$ cat src/rtl/fifo_peek_serializer.sv
// Serialises DataWidth-bit words peeked from an upstream FIFO head into OutWidth-bit slices, LSB slice first.
// Optional completed-word counter: define FIFO_PEEK_SERIALIZER_COUNT_EN to add the WordCount port.
module fifo_peek_serializer #(
  parameter int DataWidth = 32,
  parameter int OutWidth  = 8
) (
  input  logic                 clk,
  input  logic                 rst,
  input  logic                 PeekValid,
  input  logic [DataWidth-1:0] PeekData,
  output logic                 Deq,
  output logic                 StreamValid,
  output logic [OutWidth-1:0]  StreamData,
  output logic                 StreamLast,
  input  logic                 StreamReady
`ifdef FIFO_PEEK_SERIALIZER_COUNT_EN
  ,
  output logic [15:0]          WordCount
`endif
);

  localparam int Ratio = DataWidth / OutWidth;
  localparam int CntW  = (Ratio > 1) ? $clog2(Ratio) : 1;
  localparam logic [CntW-1:0] LastIdx = CntW'(Ratio - 1);

  if ((DataWidth % OutWidth) != 0 || Ratio < 1) begin : gRatioCheck
    $error("fifo_peek_serializer: DataWidth must be a positive multiple of OutWidth");
  end

  typedef enum logic {IDLE, SHIFT} state_t;

  state_t               stateReg, stateNext;
  logic [DataWidth-1:0] shiftReg, shiftNext, shiftedWord;
  logic [CntW-1:0]      cntReg, cntNext;

  // Each slice moves down one position; the vacated top slice fills with zeros.
  for (genvar gi = 0; gi < Ratio; gi++) begin : gSlice
    if (gi < Ratio - 1) begin : gMove
      assign shiftedWord[gi*OutWidth +: OutWidth] = shiftReg[(gi+1)*OutWidth +: OutWidth];
    end else begin : gFill
      assign shiftedWord[gi*OutWidth +: OutWidth] = '0;
    end
  end

  assign StreamValid = (stateReg == SHIFT);
  assign StreamData  = shiftReg[OutWidth-1:0];
  assign StreamLast  = (stateReg == SHIFT) && (cntReg == LastIdx);

  always_comb begin
    stateNext = stateReg;
    shiftNext = shiftReg;
    cntNext   = cntReg;
    // Reset gates Deq so a word is never consumed while the pipeline is being cleared.
    Deq = !rst && PeekValid && ((stateReg == IDLE) || (StreamReady && StreamLast));
    if (Deq) begin
      shiftNext = PeekData;
      cntNext   = '0;
      stateNext = SHIFT;
    end else if ((stateReg == SHIFT) && StreamReady) begin
      if (StreamLast) begin
        stateNext = IDLE;
      end else begin
        shiftNext = shiftedWord;
        cntNext   = cntReg + CntW'(1);
      end
    end
  end

  always_ff @(posedge clk or posedge rst) begin
    if (rst) begin
      stateReg <= IDLE;
      shiftReg <= '0;
      cntReg   <= '0;
    end else begin
      stateReg <= stateNext;
      shiftReg <= shiftNext;
      cntReg   <= cntNext;
    end
  end

`ifdef FIFO_PEEK_SERIALIZER_COUNT_EN
  logic [15:0] wordCountReg;

  always_ff @(posedge clk or posedge rst) begin
    if (rst) begin
      wordCountReg <= '0;
    end else if (StreamLast && StreamReady) begin
      wordCountReg <= wordCountReg + 16'd1;
    end
  end

  assign WordCount = wordCountReg;
`endif

endmodule

$ cat config.mk
export PLATFORM = sky130hd
export DESIGN_NAME = fifo_peek_serializer
export DESIGN_NICKNAME = d
export VERILOG_FILES = /design/src/rtl/fifo_peek_serializer.sv
export SDC_FILE = /design/constraint.sdc
export NUM_CORES = 1
export LEC_CHECK = 0
export BUFFER_PORTS_ARGS = -buffer_cell sky130_fd_sc_hd__buf_4
export CAP_MARGIN = 10
export CORE_ASPECT_RATIO = 1.2
export CORE_MARGIN = 3
export CORE_UTILIZATION = 48
export CTS_CLUSTER_DIAMETER = 80
export DETAILED_ROUTE_END_ITERATION = 6
export PLACE_DENSITY = 0.75
export SYNTH_ARGS = -nofsm -noshare
export SYNTH_HDL_FRONTEND = slang
export SYNTH_SLANG_ARGS = --single-unit
$ cat constraint.sdc
create_clock -name clk -period 3.6 [get_ports clk]
set_input_delay 0.18 -clock clk [delete_from_list [all_inputs] [get_ports clk]]
set_output_delay 0.18 -clock clk [all_outputs]
set_load 0.005 [all_outputs]
# Yosys cells after proc, flatten, opt, wreduce, memory -nomap -nowiden
# Cells that the tools add are included.
# Widths: inputs -> output; s select.
dict set report word_totals {
  ff_bits 35
  inputBits 36
  output_inout_bits 11
  word_cells 27
}
dict set report op_classes {
  n_addsub 1
  eq_ne 2
  muxes 9
  n_bitwise 1
  reduce_logical 11
}
# cell n
set ops {}
lappend ops {{$mux 32} 3}
lappend ops {{$mux 2} 3}
lappend ops {{$logic_and 1x1->1} 5}
lappend ops {{$reduce_and 2->1} 2}
lappend ops {{$reduce_bool 2->1} 2}
lappend ops {{$mux 1} 3}
lappend ops {{$add 2x1->2 const B} 1}
lappend ops {{$eq 2x2->1 const B} 1}
lappend ops {{$ne 2x2->1 const B} 1}
lappend ops {{$logic_not 1->1} 1}
lappend ops {{$logic_or 1x1->1} 1}
lappend ops {{$not 1->1} 1}

# Logic depth before layout (Yosys ltp)
# Gate-level depths: netlist of run 1.
dict set report depth {
  ltp_word 7
  depth_mapped 6
  ltp_nobuf 4
}

# Worst setup path after synthesis of run 1
# No wires, ideal clock.
dict set report synth_path {
  path_kind {reg2reg}
  start {reg cntReg[0]}
  end {reg shiftReg[20]}
  setup_time_ps 126
  arrival_ps 1474
  required_ps 3474
  slack_ps 2000
  path_stages_with_launch 7
  path_buffers 2
  synth_period_minus_slack_ps 1600
  path_cell_list {dfrtp_1 -> ha_1 -> a21bo_1 -> and2_4 -> buf_6 -> buf_6 -> a221o_1}
}
dict set report synth_via {
  elab_chain_cells 7
  elab_cells_between_ends 9
  cone_classes {2 x eq/ne; 1 x mux; 6 x reduce/logical}
}
# element line_no
set synth_rtl {}
lappend synth_rtl {{from (decl)} 34} ;# logic [CntW-1:0] cntReg, cntNext;
lappend synth_rtl {{from (signal assigned)} 77} ;# cntReg <= cntNext;
lappend synth_rtl {{$eq 2x2->1 *} 47} ;# assign StreamLast = (stateReg == SHIFT) && (cntReg == LastIdx);
lappend synth_rtl {{$logic_and 1x1->1 *} 47}
lappend synth_rtl {{$logic_and 1x1->1 *} 54} ;# Deq = !rst && PeekValid && ((stateReg == IDLE) || (StreamReady && StreamLast));
lappend synth_rtl {{$logic_or 1x1->1 *} 54}
lappend synth_rtl {{$logic_and 1x1->1 *} 54}
lappend synth_rtl {{net Deq} 11} ;# output logic Deq,
lappend synth_rtl {{$ne 2x2->1 (no line) or $reduce_bool 2->1 (tied branches)} --}
lappend synth_rtl {{$reduce_and 2->1 (no line)} --}
lappend synth_rtl {{to (signal assigned)} 76} ;# shiftReg <= shiftNext;
lappend synth_rtl {{to (decl)} 33} ;# logic [DataWidth-1:0] shiftReg, shiftNext, shiftedWord;
# Mark *: on every way through the listed nets, which the timed path passes. The rest lies on a longest branch.
# A chain may end at the register's enable or synchronous reset.

# Final worst setup path of run 1
dict set report layout_path {
  start {in rst}
  end {out Deq}
}
dict set report layout_via {
  elab_chain_cells 3
}
# element line_no
set layout_rtl {}
lappend layout_rtl {{from (decl)} 8} ;# input logic rst,
lappend layout_rtl {{$logic_not 1->1 (no line)} --}
lappend layout_rtl {{$logic_and 1x1->1 (2 in series)} 54}
lappend layout_rtl {{to (decl)} 11}
# Every way passes these cells.

==> results.yml, run 1 <==
cts:
  cts.sinks: 35
  cts_htree_levels: 2
  clkTransAtPathRegs_ns: 0.10
  numCtsBuffers: 5
  clockBufferDepth: 2
  clockRootBuffer: "clkbuf_4"
  cts_tree: "built"
  clk_latency_ns: 0.34
global_routing:
  grt.total_usage_pct: 17.20
  gr-total-overflow: 0
  grt_max_degree: 35
  grt_pass1_wl_um: 5057
  antenna_found_initial: 0
  grt_pass1_vias: 1089
placement:
  port_buffers: 46
  place.detailed.hpwl_um: 2171
  place.gp.congestion: 0.7437
  post-place-ws_ns: 1.920
  placed_area_mm2: 0.001849
  dp.cells: 189
logic_synthesis:
  synth_top_cell_area_share_pct: 55.69
  synth_nets: 160
  yosys_warnings: 0
  avgSynthCellArea_um2: 12.79
  synth_top_family_by_area: "compound AO/OA/AOI/OAI gates"
  synth-seq-cells: 35
  synthArstFlopShare_pct: 100.0
  ys.flop_type: "dfrtp_1"
  synth_xor_area_share_pct: 0
  ys_types: 17
  ys_seq_area_share_pct: 55.69
  synthAdderAreaFrac_pct: 0.7955
  synth_most_common_cell: "dfrtp_1"
  syn-cell-area_mm2: 0.001573
  synth-simple-area-share_pct: 11.85
  synth_cells: 123
  synthTopCellsByArea: "dfrtp_1 (56%), a221o_1 (15%), and2_1 (9.9%), a22o_1 (5.0%), buf_4 (3.8%)"
  synth_compound_area_share_pct: 22.04
  muxShareOfSynthArea_pct: 0.7160
  yosys.area.top_type: "dfrtp_1"
  synth_common_cells: "dfrtp_1 (35), and2_1 (25), a221o_1 (24)"
  synth_edf_count: 0
worst_setup_path:
  worst-path-buf-inv: 3
  crit_path_end_kind: "output port"
  start_kind: "input port"
  required_ns: 3.42
  crit_arrival_ns: 1.67
  cpLargestDelayFamily: "buffers and inverters"
  regToRegSetupSlack_ns: 1.91
  path_cells: "dlygate4sd3_1 > buf_4 > nor2b_1 > and2_4 > buf_4"
  crit_type: "in2out"
  crit_start: "rst"
  r2r-end: "shiftReg[20]"
  r2r-start: "cntReg[0]"
  max_stage_delay_ns: 0.54
  worstPathMaxFanout: 33
  crit_top_cell: "buf_4"
  crit_slowest_cell: "dlygate4sd3_1"
  r2r_cells: 4
route:
  num_vias: 1094
  met1_length_um: 1425
  wl_per_cell_um: 15.99
  postRouteAntennaNets: 0
  drt_iter0_markers: 46
  dr_wl_met2_um: 1495
  highest_layer: "met4"
  vias_per_cell: 5.525
  wl_um: 3167
  first_pass_iters: 2
  drc: 0
  dr_wl_met3_um: 196
timing:
  fin_ws_ns: 1.746
  timing.fmax_mhz: 539.4
  tns_ns: 0
  layout_min_cycle_time_ns: 1.854
  slew_headroom_pct: 55.91
  finalSetupViolCount: 0
  rsz0062_at_grt: "false"
  tightest_slew_ns: 0.6607
  clock_skew_ns: 0.008088
  hold_viol: 0
  drv_slew: 0
  min_period_over_period_pct: 51.50
finish:
  drive_above_1_share_pct: 35.19
  antenna_cells: 0
  fin_area_mm2: 0.001909
  fill_cells: 261
  final_cell_count_no_fill: 198
  syn2layout_area_growth_pct: 21.40
  fin_nets: 198
floorplan:
  core.rowCount: 22
  core_area_mm2: 0.003110
  io_pins: 47
  die_w_um: 58.26
  dieArea_mm2: 0.004002
  initial_core_util_pct: 50.56
  fp.dieH_um: 68.71
worst_hold_path:
  worstHoldPathType: "in2reg"
  min_from: "PeekData[31]"
  holdPathStages: 2
  min_delay_worst_endpoint: "shiftReg[31]"
power:
  share_comb_of_total_power_pct: 35.5
  switchingPower_uw: 407.0
  sw_frac_of_total_pct: 31.68
  p_int_uw: 877.5
  leakagePower_uw: 0.0009853
  pwr-share-clk_pct: 16.0
  p_seq_share_pct: 48.5
  total_power_uw: 1284
  max-vdd-ir-drop_mv: 0.4515
  power-per-cell-area_mw_per_mm2: 672.7
flow_run:
  drv_cap: 0
status:
  outcome: "completed"
[cell families (layout without fill, tap and decap cells)]
kind of cell | count (synthesis) | in the layout
buffers and inverters | 21 | 60
multiplexers | 1 | 1
AND/OR/NAND/NOR | 29 | 29
flip-flops | 35 | 35
adder cells (fa/ha/maj) | 1 | 1
AO/OA/AOI/OAI | 36 | 36
[per-layer routing]
metal  up-vias  track usage [%]
met5         -                0
met4         0            6.957
met3         7            5.587
met2        34            27.68
met1       528            21.43
li1        525                -
[metrics by stage]
| step | util (%) | hold slack (ns) |
|---|---|---|
| 2_1_floorplan | - | 0.2764 |
| 3_3_place_gp | 59.45 | 0.3089 |
| 3_5_place_dp | 59.45 | 0.3204 |
| 4_1_cts | 61.38 | 0.04170 |
| 5_1_grt | 61.38 | 0.04027 |
| 6_report | 61.38 | 0.05367 |
[power by group through the flow]
stage	registers, uW	logic, uW	clock network, uW
final	623	455	206
after global placement	625	443	0
after CTS	624	463	209
after floorplan	603	373	0
after global routing	641	504	224
after detailed placement	632	460	0
[registers in the layout, summed over array words and instances, names as in the netlist]
name	cells
StreamValid	1
cntReg	2
shiftReg	32
[worst max-delay path by stage]
stage	slack, ns	depth (start not counted)	to
2_1_floorplan	2.00	6	shiftReg[20]
3_3_place_gp	1.99	4	shiftReg[3]
3_5_place_dp	1.92	4	shiftReg[9]
4_1_cts	1.75	5	Deq
5_1_grt	1.68	5	Deq
6_report	1.75	5	Deq
[layout make-up]
cell class	instances	area (um^2)	area share [%]
clock inverter	1	5.005	0.2621
inverter	3	11.26	0.5898
timing repair buffer	49	370.4	19.40
sequential	35	875.8	45.87
tap	36	45.04	2.359
multi-input combinational	67	556.8	29.16
clock buffer	7	45.04	2.359
[worst reg2reg max path, cell delays in order, from the launching register on]
cell     delay [ns]
dfrtp_1        0.41
ha_1           0.24
and3b_1        0.65
and2_1         0.22
a221o_1        0.11
[repair_timing]
action                                 4_1_cts  5_1_grt
endpoints found under the hold margin       17        0
hold buffers                                 1        0
gates resized for setup                      0        0
buffers inserted                             0        0
[layout by cell type, fill, tap and decap left out]
master          n
a21bo_1         1
a221o_1        24
a22o_1          9
and2_1         25
and2_4          1
and3b_1         1
buf_4          48
clkbuf_1        2
clkbuf_4        5
clkinv_2        1
dfrtp_1        35
dlygate4sd3_1   1
ha_1            1
inv_1           3
mux2_2          1
nor2b_1         2
o21ai_0         1
o22ai_2         1
Note: power is estimated with default switching activity, not from simulation.
==> run 2: changes to the inputs <==
- ABC_AREA: not set -> 1
- PLACE_DENSITY: 0.75 -> 0.74
- clock period: 3.6 -> 1.77 ns (I/O delays scaled with it)
==> run 2 against run 1 <==
- synthesized cell count rose by 63%
- via count grew 38%
- clock skew is 0.0047 ns lower
==> results.yml, run 2 <==
timing:
  rsz0062_at_grt: "false"
  clock_skew_ns: 0.003371
  hold_viol: 0
  tightest_slew_ns: 0.4411
  tns_ns: 0
  drv_slew: 0
  layout_min_cycle_time_ns: 1.636
  min_period_over_period_pct: 92.46
  timing.fmax_mhz: 611.1
  finalSetupViolCount: 0
  slew_headroom_pct: 70.59
logic_synthesis:
  yosys_warnings: 0
  ys_types: 13
  synth-seq-cells: 35
  synth_edf_count: 0
  synth_top_cell_area_share_pct: 50.51
  synth_cells: 201
  synth_nets: 238
  synth_most_common_cell: "nand2_1"
  synthArstFlopShare_pct: 100.0
  ys.flop_type: "dfrtp_1"
  synthTopCellsByArea: "dfrtp_1 (51%), nand3_1 (14%), nand2_1 (13%), nand4_1 (8.7%), buf_4 (5.2%)"
  syn-cell-area_mm2: 0.001734
  yosys.area.top_type: "dfrtp_1"
  synth_common_cells: "nand2_1 (58), nand3_1 (49), dfrtp_1 (35)"
  ys_seq_area_share_pct: 50.51
  avgSynthCellArea_um2: 8.628
cts:
  clk_latency_ns: 0.28
  numCtsBuffers: 5
  cts.sinks: 35
  cts_setup_buffers: 0
  clockRootBuffer: "clkbuf_8"
  clkTransAtPathRegs_ns: 0.06
  clockBufferDepth: 2
  cts_htree_levels: 2
  cts_tree: "built"
floorplan:
  io_pins: 47
  core_area_mm2: 0.003396
  fp.dieH_um: 71.85
  dieArea_mm2: 0.004373
  core.rowCount: 23
  die_w_um: 60.87
  initial_core_util_pct: 51.07
status:
  outcome: "completed"
worst_setup_path:
  worstPathMaxFanout: 14
  crit_arrival_ns: 1.55
  crit_type: "in2out"
  crit_slowest_cell: "dlygate4sd3_1"
  path_cells: "dlygate4sd3_1 > buf_4 > inv_1 > nand2_1 > clkinvlp_4 > nand2_1 > inv_2 > buf_4"
  required_ns: 1.68
  regToRegSetupSlack_ns: 0.36
  start_kind: "input port"
  crit_path_end_kind: "output port"
  max_stage_delay_ns: 0.53
global_routing:
  grt_max_degree: 36
  grt_pass1_wl_um: 6417
  grt_pass1_vias: 1520
  grt.total_usage_pct: 19.18
  antenna_found_initial: 0
  gr-total-overflow: 0
route:
  wl_per_cell_um: 13.23
  postRouteAntennaNets: 0
  drt_iter0_markers: 123
  vias_per_cell: 5.381
  num_vias: 1512
  first_pass_iters: 4
  drc: 0
  wl_um: 3718
power:
  power-per-cell-area_mw_per_mm2: 1257
  switchingPower_uw: 989.6
  p_int_uw: 1734
  sw_frac_of_total_pct: 36.34
  pwr-share-clk_pct: 18.9
  max-vdd-ir-drop_mv: 0.7838
  share_comb_of_total_power_pct: 37.0
  p_seq_share_pct: 44.1
  leakagePower_uw: 0.001126
placement:
  port_buffers: 46
  place.detailed.hpwl_um: 2306
  place.gp.congestion: 0.7690
  dp.cells: 266
finish:
  antenna_cells: 0
  drive_above_1_share_pct: 25.41
  final_common_cell: "nand2_1"
  fin_nets: 282
  fill_cells: 320
  syn2layout_area_growth_pct: 24.96
  layout_common_cells: "nand2_1 (57), buf_4 (51), nand3_1 (49)"
  regMostFlops: "shiftReg"
  final_cell_count_no_fill: 281
  largest_reg_flops: 32
worst_hold_path:
  worstHoldPathType: "in2reg"
flow_run:
  drv_cap: 0
-- run 2: cell count changes after synthesis, moves of 3 or more --
cell,delta
buf_4,+4
a221o_1,-24
nand3_1,+49
a22o_1,-9
nand4_1,+24
nand2_1,+58
clkbuf_1,-3
buf_2,+3
and2_1,-25
-- run 2: power groups by stage --
stage / Sequential (uW) / Clock, uW / Combinational (uW)
3_3_place_gp: 1200 / 0 / 962
2_1_floorplan: 1170 / 0 / 857
6_report: 1200 / 515 / 1010
5_1_grt: 1230 / 563 / 1140
4_1_cts: 1190 / 535 / 999
3_5_place_dp: 1210 / 0 / 982
-- run 2: kinds of logic (layout without fill, tap and decap cells) --
logic type / count (synthesis) / in the layout / share of synthesized area, %
AOI/OAI and AO/OA: 2 / 2 / 0.5772
buffers and inverters: 30 / 73 / 11.54
adders and majority gates: 1 / 1 / 0.7214
DFF: 35 / 35 / 50.51
and+or+nand+nor: 133 / 133 / 36.65
-- run 2: worst paths after layout --
kind                                    from            to  cells past startpoint
worst max-delay path                     rst           Deq                      8
worst min register to register   shiftReg[4]   shiftReg[4]                      2
worst min-delay path            PeekData[22]  shiftReg[22]                      3
min in group asynchronous                rst   StreamValid                      4
worst max register to register     cntReg[0]  shiftReg[17]                      7
max in group asynchronous                rst   shiftReg[5]                      4
-- run 2: critical path, delay by kind of cell --
kind          cells  cell delay (ns)
buf+inv           6             1.17
simple gates      2             0.30
-- run 2: timing repair --
item / 4_1_cts / 5_1_grt
gates resized for setup: 0 / 3
endpoints found under the hold margin: 43 / 0
hold buffers: 9 / 0
endpoints found under the setup margin: 0 / 1
-- run 2: routing by layer --
layer,share of wire (%),wire length (um),vias to the layer above,GRT usage (%)
met3,5.0,187,9,5.586
li1,-,-,761,-
met5,0,0,-,0
met1,43,1593,700,22.33
met4,1.9,72,0,6.988
met2,50,1865,42,32.70
-- run 2: cell type report --
cell class / instances / area, um^2 / area share [%]
flip-flops and latches: 35 / 875.8 / 40.42
multi-input cells: 136 / 669.4 / 30.89
repair buffers: 60 / 473.0 / 21.82
clock buffers: 6 / 72.57 / 3.349
well taps: 37 / 46.29 / 2.136
inverters: 7 / 30.03 / 1.386
-- run 2: stage by stage --
| step | cell area [um^2] | power (uW) | worst slack, ns | util (%) | hold WS [ns] |
|---|---|---|---|---|---|
| 3_3_place_gp | 1989 | 2158 | 0.3985 | 58.59 | 0.2545 |
| 5_1_grt | 2167 | 2931 | 0.01848 | 63.82 | 0.06639 |
| 2_1_floorplan | 1734 | 2025 | 0.1540 | - | 0.1981 |
| 4_1_cts | 2152 | 2728 | 0.03388 | 63.38 | 0.04819 |
| 6_report | 2167 | 2723 | 0.1335 | 63.82 | 0.05495 |
| 3_5_place_dp | 1989 | 2189 | 0.3758 | 58.59 | 0.2554 |
